File: src/rtl/filter_coef_pkg.sv
// Shared types and constants for the biquad coefficient loader and its bank.
// The default set is a passthrough (n1 = 1.0), so the filter is transparent until it is loaded.
package filter_coef_pkg;

  localparam int NUM_COEF = 5;
  localparam int COEF_W   = 32;
  localparam int ADDR_W   = 3;

  localparam int IDX_N1 = 0;
  localparam int IDX_N2 = 1;
  localparam int IDX_N3 = 2;
  localparam int IDX_D1 = 3;
  localparam int IDX_D2 = 4;

  typedef logic signed [COEF_W-1:0] coef_t;

  localparam coef_t DEFAULT_COEF [NUM_COEF] = '{
    32'sh0001_0000,
    32'sh0000_0000,
    32'sh0000_0000,
    32'sh0000_0000,
    32'sh0000_0000
  };

  typedef logic [1:0] loader_state_t;

  localparam loader_state_t ST_IDLE   = 2'd0;
  localparam loader_state_t ST_LOAD   = 2'd1;
  localparam loader_state_t ST_DRAIN  = 2'd2;
  localparam loader_state_t ST_COMMIT = 2'd3;

  // Out-of-range indices yield zero so banks wider than the default table stay defined.
  function automatic coef_t default_coef(input int idx);
    coef_t c;
    c = '0;
    for (int i = 0; i < NUM_COEF; i++) begin
      if (i == idx) c = DEFAULT_COEF[i];
    end
    return c;
  endfunction

endpackage

File: src/rtl/filter_coef_bank.sv
// Shadow/active coefficient storage: half-word writes into the shadow bank, an atomic
// whole-bank copy on commit, and a registered indexed read of the active bank.
module filter_coef_bank #(
  parameter int NUM_COEF = filter_coef_pkg::NUM_COEF,
  parameter int COEF_W   = filter_coef_pkg::COEF_W,
  parameter int ADDR_W   = filter_coef_pkg::ADDR_W,
  parameter int CNT_W    = 4
) (
  input  logic                     clk,
  input  logic                     reset,
  input  logic                     wr_en,
  input  logic [CNT_W-1:0]         wr_idx,
  input  logic [15:0]              wr_data,
  input  logic                     commit,
  input  logic [ADDR_W-1:0]        rd_addr,
  output logic signed [COEF_W-1:0] rd_data
);
  import filter_coef_pkg::*;

  logic [COEF_W-1:0] shadow_q [NUM_COEF];
  logic [COEF_W-1:0] shadow_d [NUM_COEF];
  logic [COEF_W-1:0] active_q [NUM_COEF];
  logic [COEF_W-1:0] active_d [NUM_COEF];
  logic [COEF_W-1:0] rd_data_q;
  logic [COEF_W-1:0] rd_data_d;
  logic [CNT_W-2:0]  wr_word;

  assign wr_word = wr_idx[CNT_W-1:1];

  // Even beats carry the integer half, odd beats the fraction; commit reads the shadow as
  // it stood before this edge so the copy is always a complete set.
  always_comb begin
    shadow_d  = shadow_q;
    active_d  = active_q;
    rd_data_d = '0;
    if (wr_en) begin
      for (int i = 0; i < NUM_COEF; i++) begin
        if (wr_word == (CNT_W-1)'(i)) begin
          if (wr_idx[0]) shadow_d[i][15:0] = wr_data;
          else           shadow_d[i][COEF_W-1 -: 16] = wr_data;
        end
      end
    end
    if (commit) active_d = shadow_q;
    for (int i = 0; i < NUM_COEF; i++) begin
      if (rd_addr == ADDR_W'(i)) rd_data_d = active_q[i];
    end
  end

  always_ff @(posedge clk) begin
    if (reset) begin
      for (int i = 0; i < NUM_COEF; i++) begin
        shadow_q[i] <= '0;
        active_q[i] <= COEF_W'(default_coef(i));
      end
      rd_data_q <= '0;
    end else begin
      shadow_q  <= shadow_d;
      active_q  <= active_d;
      rd_data_q <= rd_data_d;
    end
  end

  assign rd_data = rd_data_q;

endmodule

File: src/rtl/filter_coef_loader.sv
// Stream-side loader: frames 16-bit half-coefficient beats into a shadow set and commits
// it to the active bank only when exactly 2*NUM_COEF beats end with s_last.
module filter_coef_loader #(
  parameter int NUM_COEF = filter_coef_pkg::NUM_COEF,
  parameter int COEF_W   = filter_coef_pkg::COEF_W,
  parameter int ADDR_W   = filter_coef_pkg::ADDR_W
) (
  input  logic                     clk,
  input  logic                     reset,
  input  logic                     s_valid,
  output logic                     s_ready,
  input  logic [15:0]              s_data,
  input  logic                     s_last,
  input  logic [ADDR_W-1:0]        rd_addr,
  output logic signed [COEF_W-1:0] rd_data,
  output logic                     busy,
  output logic                     load_done,
  output logic                     load_err
);
  import filter_coef_pkg::*;

  localparam int CNT_W = $clog2(2 * NUM_COEF);
  localparam logic [CNT_W-1:0] LAST_BEAT = CNT_W'(2 * NUM_COEF - 1);

  loader_state_t    state_q, state_d;
  logic [CNT_W-1:0] cnt_q, cnt_d;
  logic             s_ready_q, s_ready_d;
  logic             load_done_q, load_done_d;
  logic             load_err_q, load_err_d;
  logic             accept;
  logic             wr_en;

  assign accept = s_valid && s_ready_q;

  always_comb begin
    state_d    = state_q;
    cnt_d      = cnt_q;
    load_err_d = 1'b0;
    wr_en      = 1'b0;
    case (state_q)
      ST_IDLE: begin
        if (accept) begin
          wr_en = 1'b1;
          if (s_last) begin
            load_err_d = 1'b1;
          end else begin
            state_d = ST_LOAD;
            cnt_d   = CNT_W'(1);
          end
        end
      end
      ST_LOAD: begin
        if (accept) begin
          wr_en = 1'b1;
          if (cnt_q == LAST_BEAT) begin
            cnt_d = '0;
            if (s_last) begin
              state_d = ST_COMMIT;
            end else begin
              load_err_d = 1'b1;
              state_d    = ST_DRAIN;
            end
          end else if (s_last) begin
            load_err_d = 1'b1;
            state_d    = ST_IDLE;
            cnt_d      = '0;
          end else begin
            cnt_d = cnt_q + 1'b1;
          end
        end
      end
      // Over-long set: swallow beats up to the source's own s_last without further errors.
      ST_DRAIN: begin
        if (accept && s_last) state_d = ST_IDLE;
      end
      ST_COMMIT: begin
        cnt_d   = '0;
        state_d = ST_IDLE;
      end
      default: begin
        state_d = ST_IDLE;
        cnt_d   = '0;
      end
    endcase
  end

  // Flags are registered from the next state so they line up with the state they describe.
  always_comb begin
    s_ready_d   = (state_d != ST_COMMIT);
    load_done_d = (state_d == ST_COMMIT);
  end

  always_ff @(posedge clk) begin
    if (reset) begin
      state_q     <= ST_IDLE;
      cnt_q       <= '0;
      s_ready_q   <= 1'b0;
      load_done_q <= 1'b0;
      load_err_q  <= 1'b0;
    end else begin
      state_q     <= state_d;
      cnt_q       <= cnt_d;
      s_ready_q   <= s_ready_d;
      load_done_q <= load_done_d;
      load_err_q  <= load_err_d;
    end
  end

  assign s_ready   = s_ready_q;
  assign busy      = (state_q != ST_IDLE);
  assign load_done = load_done_q;
  assign load_err  = load_err_q;

  filter_coef_bank #(
    .NUM_COEF (NUM_COEF),
    .COEF_W   (COEF_W),
    .ADDR_W   (ADDR_W),
    .CNT_W    (CNT_W)
  ) u_bank (
    .clk     (clk),
    .reset   (reset),
    .wr_en   (wr_en),
    .wr_idx  (cnt_q),
    .wr_data (s_data),
    .commit  (state_q == ST_COMMIT),
    .rd_addr (rd_addr),
    .rd_data (rd_data)
  );

endmodule

File: config.mk
export PLATFORM = sky130hd
export DESIGN_NAME = filter_coef_loader
export DESIGN_NICKNAME = d
export VERILOG_FILES = /design/src/rtl/filter_coef_pkg.sv /design/src/rtl/filter_coef_bank.sv /design/src/rtl/filter_coef_loader.sv
export SDC_FILE = /design/constraint.sdc
export NUM_CORES = 1
export LEC_CHECK = 0
export CAP_MARGIN = 20
export CORE_UTILIZATION = 50
export DETAILED_ROUTE_END_ITERATION = 6
export PLACE_DENSITY = 0.69
export RECOVER_POWER = 25
export SYNTH_ARGS = -nofsm -noshare
export SYNTH_HDL_FRONTEND = slang
export SYNTH_HIERARCHICAL = 1
export SYNTH_SLANG_ARGS = --single-unit
File: constraint.sdc
create_clock -name clk -period 4.5 [get_ports clk]
set_input_delay 0.9 -clock clk [delete_from_list [all_inputs] [get_ports clk]]
set_output_delay 0.9 -clock clk [all_outputs]
set_load 0.01 [all_outputs]
==> results of run 1 <==
[placed cells by master, fill, tap and decap left out, drive strengths merged, types with 4 or more instances in the layout]
master / Yosys / layout
mux2i: 162 / 162
buf: 63 / 30
a21oi: 162 / 162
nor4: 4 / 4
nand2: 31 / 31
o21ba: 4 / 4
a32oi: 28 / 28
a211oi: 5 / 5
nand3b: 4 / 4
a311oi: 27 / 27
nor3b: 4 / 4
clkbuf: 106 / 58
a31oi: 4 / 4
o21ai: 163 / 163
nor2: 194 / 194
mux2: 29 / 29
clkdlybuf4s50: 0 / 32
inv: 4 / 5
nand3: 163 / 163
nand4: 5 / 5
nor2b: 7 / 7
dlygate4sd3: 0 / 23
clkinv: 0 / 8
dfxtp: 361 / 361
[stage by stage]
step                power, mW  setup slack (ns)  hold slack [ns]
finish                   6.59              1.16            0.473
global route             6.79              1.02            0.491
CTS                      6.64              1.67            0.474
detailed placement       3.57              1.13            0.466
global placement         3.57              1.21            0.461
floorplan                3.46              2.35            0.433
[flip-flops by register name, summed over array words and instances (netlist names)]
register         count
u_bank/active_q    160
u_bank/shadow_q    160
u_bank/rd_data      32
cnt_q                4
state_q              2
load_done            1
load_err             1
s_ready              1
[critical path: stages, from the launching register on]
cell      delay, ns
dfxtp_1        0.64
and2_4         0.71
clkbuf_2       1.38
mux2i_1        0.31
nor2_1         0.07
[kinds of logic (layout without fill, tap and decap cells)]
| group | Yosys count | after routing | share of synthesized area |
|---|---|---|---|
| AND/OR/NAND/NOR | 433 | 433 | 0.142 |
| AO/OA/AOI/OAI | 404 | 404 | 0.164 |
| multiplexers | 191 | 191 | 0.136 |
| flip-flops | 361 | 361 | 0.504 |
| adder cells (fa/ha/maj) | 2 | 2 | 0.00174 |
| XOR/XNOR | 1 | 1 | 0.000610 |
| buffers and inverters | 173 | 160 | 0.0521 |
[power breakdown]
group	switching, mW	leakage [nW]	internal [mW]
registers	0.0155	2.91	3.22
logic	0.192	1.77	0.0783
clock network	1.26	0.606	1.83
total	1.47	5.29	5.12
[layout make-up]
class                      count  area (um^2)
clock buffer                  55         1110
clock inverter                13          128
fill                        2429        11900
inverter                       4         15.0
multi-input combinational   1031         6380
sequential                   361         7230
tap                          378          473
timing repair buffer          88          830
[layer usage]
metal  global-route usage  share of wire  vias to the layer above
met4               0.0839          0.024                        0
li1                     -              -                     5452
met3               0.0433          0.069                       68
met2                0.434           0.46                      436
met1                0.351           0.44                     5662
met5                    0              0                        -
[final timing paths]
check | from | slack (ns) | end
min | u_bank/shadow_q[23]$_SDFFE_PP0P_ | 0.47 | u_bank/shadow_q[23]$_SDFFE_PP0P_
max reg2reg | state_q[1]$_SDFF_PP0_ | 1.16 | u_bank/active_q[27]$_SDFFE_PP0P_
min reg2reg | u_bank/shadow_q[23]$_SDFFE_PP0P_ | 0.47 | u_bank/shadow_q[23]$_SDFFE_PP0P_
max | state_q[1]$_SDFF_PP0_ | 1.16 | u_bank/active_q[27]$_SDFFE_PP0P_
==> results.json, run 1 <==
{
  "slew_violations": 98,
  "p_per_area_nw_per_um2": 408,
  "worstSetupStartpointType": "register",
  "synthTopCellsByCount": "361 x dfxtp_1, 192 x nor2_1, 163 x nand3_1, 162 x mux2i_1, 161 x a21oi_1",
  "status": "finished with violations",
  "place_area_um2": 15000,
  "via_per_inst": 6.02,
  "grt_pass1_vias": 10900,
  "violations": "max-capacitance violations, max-slew violations",
  "period_minus_slack_ns": 3.34,
  "design.die.area_um2": 29400,
  "place_hpwl_mm": 21.3,
  "yosys.area.top_type": "dfxtp_1",
  "grt_setup_unrepaired": "false",
  "grt_use_total": 0.263,
  "ant_nets": 0,
  "hold_class": "reg2reg",
  "whs_path_depth": 2,
  "nNetsFinal": 1549,
  "instances_no_fill": 1930,
  "fmax_mhz": 300,
  "syn_nets": 1590,
  "htreeDepth": 2,
  "area_delta_synth_final_pct": 12.6,
  "initial_core_util": 0.512,
  "synth_top_area_frac": 0.504,
  "syn_inst": 1565,
  "path_clk_slew_ns": 0.06,
  "postSynthAreaPerCell_um2": 9.17,
  "leakagePower_nw": 5.29,
  "worstMarginPinSlew_ns": 1.77,
  "gp_congestion": 0.770,
  "drt_iter0_drc": 1019,
  "synth_edf_count": 0,
  "synth.most_common_cell": "dfxtp_1",
  "grt_pass1_wl_mm": 60.3,
  "dr.pass1.iters": 5,
  "overflow": 0,
  "yosysWarnings": 6,
  "clkSinkCount": 361,
  "ctsHoldBuffers": 0,
  "cp.required_ns": 4.87,
  "cts_tree": "built",
  "endpoint_kind": "register",
  "relSlewSlack": -0.177,
  "postCtsSetupRepairBufs": 0,
  "drive_gt1_frac": 0.0934,
  "ir_worst_vdd_v": 0.000234,
  "antenna_cells": 0,
  "maxCapViolCount": 2,
  "clock_skew_ns": 0.0141,
  "core_area_um2": 28000,
  "min_period_over_period": 0.741,
  "postLayoutCellArea_um2": 16200,
  "syn_area_um2": 14400,
  "cts_resized": 0,
  "vias": 11600,
  "rows": 61,
  "setup_viol": 0,
  "finalHoldViolCount": 0,
  "synth_flop_cell": "dfxtp_1",
  "clk_latency_ns": 0.52,
  "drt_wl_total_mm": 38.9,
  "fin_util": 0.577,
  "ys_seq_elements": 361,
  "reg2reg_depth": 4,
  "clock-root-buffer": "clkbuf_16",
  "num_io_pins": 59,
  "drc_errors": 0,
  "die_h_um": 171,
  "ys_seq_area_frac": 0.504,
  "setup_tns_ns": 0,
  "cts_made_buffers": 38,
  "async_flop_share": 0,
  "synth.area.top_cells": "dfxtp_1 50%, mux2i_1 11%, nand3_1 5.7%, a21oi_1 5.6%, o21ai_0 5.6%",
  "grt_max_degree": 121,
  "synth.distinct_cells": 58,
  "clock_path_buffers": 3,
  "critical_path_peak_fanout": 49,
  "wl_per_cell_um": 20.1,
  "critical_path_arrival_ns": 3.71,
  "antenna_found_initial": 0,
  "port_buffers": 58,
  "worstSetupPathType": "reg2reg",
  "die_x_um": 171,
  "place_inst": 1861
}
Power figures use the tool's default switching activity.
==> run 2, diff against run 1 <==
==> constraint.sdc (replaced) <==
create_clock -name clk -period 3.2 [get_ports clk]
set_input_delay 0.64 -clock clk [delete_from_list [all_inputs] [get_ports clk]]
set_output_delay 0.64 -clock clk [all_outputs]
set_load 0.01 [all_outputs]
==> results.json, run 2 (synthesis gave the netlist of run 1 again) <==
{
  "grt_max_degree": 108,
  "crit_path_end": "u_bank/shadow_q[8]$_SDFFE_PP0P_",
  "design.die.area_um2": 29400,
  "port_buffers": 58,
  "setup_viol": 0,
  "reg2reg_depth": 4,
  "worstMarginPinSlew_ns": 1.29,
  "drc_errors": 0,
  "overflow": 0,
  "min_period_over_period": 0.852,
  "gp_congestion": 0.804,
  "r2r_end": "u_bank/active_q[53]$_SDFFE_PP0P_",
  "dr.pass1.iters": 5,
  "drt_iter0_drc": 1259,
  "cts_tree": "built",
  "die_h_um": 171,
  "worstSetupStartpointType": "primary input",
  "cpMaxStageDelayCell": "dlygate4sd3_1",
  "nNetsFinal": 1565,
  "fin_util": 0.589,
  "area_delta_synth_final_pct": 15.1,
  "status": "finished clean",
  "cp.required_ns": 3.57,
  "num_io_pins": 59,
  "clock_path_buffers": 3,
  "postCtsSetupRepairBufs": 0,
  "cts_made_buffers": 38,
  "clkSinkCount": 361,
  "total_power_mw": 9.52,
  "initial_core_util": 0.512,
  "wl_per_cell_um": 20.5,
  "relSlewSlack": 0.140,
  "die_x_um": 171,
  "hold_class": "reg2reg",
  "fmax_mhz": 367,
  "path_cells": "dlygate4sd3_1 -> and3b_1 -> clkbuf_1 -> nand2_1 -> o21ai_0 -> a21oi_1",
  "cts_resized": 0,
  "drive_gt1_frac": 0.105,
  "use_met2": 0.463,
  "clock_skew_ns": 0.0197,
  "p_per_area_nw_per_um2": 576,
  "via_per_inst": 6.04,
  "leakagePower_nw": 5.48,
  "finalHoldViolCount": 0,
  "slew_violations": 0,
  "rows": 61,
  "clk_latency_ns": 0.52,
  "htreeDepth": 2,
  "path_clk_slew_ns": 0.06,
  "slowest_delay_ns": 0.69,
  "startpoint": "s_valid",
  "period_minus_slack_ns": 2.73,
  "grt_setup_unrepaired": "false",
  "place_inst": 1878,
  "rrSetupSlack_ns": 0.63,
  "clock-root-buffer": "clkbuf_16",
  "ir_worst_vdd_v": 0.000344,
  "drt_wl_total_mm": 39.9,
  "final_cell_mix": "361 x dfxtp_1, 191 x nor2_1, 163 x nand3_1",
  "final_common_cell": "dfxtp_1",
  "fillers": 2420,
  "core_area_um2": 28000,
  "place_ws_ns": 0.367,
  "vias": 11800,
  "critical_path_arrival_ns": 3.09,
  "grt_use_met3": 0.0414,
  "ctsHoldBuffers": 0,
  "ant_nets": 0,
  "endpoint_kind": "register",
  "grt_pass1_wl_mm": 62.2,
  "instances_no_fill": 1946,
  "busiest_layer": "met2",
  "grt_use_met1": 0.356,
  "antenna_found_initial": 1,
  "worstSetupPathType": "in2reg",
  "grt_use_total": 0.272,
  "r2r-start": "state_q[1]$_SDFF_PP0_",
  "critical_path_peak_fanout": 16,
  "grt_pass1_vias": 11100,
  "setup_tns_ns": 0,
  "place_hpwl_mm": 22.5,
  "setup_ws_ns": 0.474,
  "maxCapViolCount": 0
}
-- run 2: changes by cell type in the layout (fill, tap and decap cells not counted), moves of 3 or more --
cell	before	now
clkbuf_8	7	10
clkdlybuf4s50_1	32	25
buf_4	24	29
buf_12	3	15
dlygate4sd3_1	23	30
-- run 2: worst min-delay path by stage --
stage / cells past startpoint / to / startpoint / slack, ns
floorplan: 1 / u_bank/active_q[144]$_SDFFE_PP1P_ / u_bank/shadow_q[144]$_SDFFE_PP0P_ / 0.43
global placement: 1 / u_bank/active_q[144]$_SDFFE_PP1P_ / u_bank/shadow_q[144]$_SDFFE_PP0P_ / 0.45
detailed placement: 1 / u_bank/active_q[144]$_SDFFE_PP1P_ / u_bank/shadow_q[144]$_SDFFE_PP0P_ / 0.45
CTS: 1 / u_bank/active_q[144]$_SDFFE_PP1P_ / u_bank/shadow_q[144]$_SDFFE_PP0P_ / 0.46
global route: 2 / u_bank/shadow_q[99]$_SDFFE_PP0P_ / u_bank/shadow_q[99]$_SDFFE_PP0P_ / 0.49
finish: 1 / u_bank/active_q[144]$_SDFFE_PP1P_ / u_bank/shadow_q[144]$_SDFFE_PP0P_ / 0.46
-- run 2: critical path: cells and delay by family --
family,cells,cell delay (ns)
compound gates,2,0.41
simple gates,2,0.87
buf+inv,2,1.18
-- run 2: layer usage --
layer	wire (um)	vias up
met2	18900	405
met5	0	-
met3	2510	56
met1	17700	5802
met4	828	0
li1	-	5493
-- run 2: through the flow --
| step | cell area (um^2) | hold WS (ns) |
|---|---|---|
| finish | 16500 | 0.459 |
| global route | 16500 | 0.492 |
| CTS | 16500 | 0.462 |
| detailed placement | 15200 | 0.448 |
| global placement | 15200 | 0.447 |
| floorplan | 14400 | 0.433 |
-- run 2: power breakdown --
part	leakage (nW)	internal [mW]	switching, mW
registers	2.91	4.52	0.0200
clock network	0.650	2.79	1.78
logic	1.91	0.121	0.277
-- run 2: area by class of cell --
class                   count  area, um^2  share of cell area
clock buffers              55        1140              0.0688
flip-flops and latches    361        7230               0.438
well taps                 378         473              0.0286
clock inverters            12         170              0.0103
repair buffers            104        1100              0.0667
diodes                      1        2.50            0.000152
inverters                   4        15.0            0.000909
multi-input cells        1031        6390               0.387
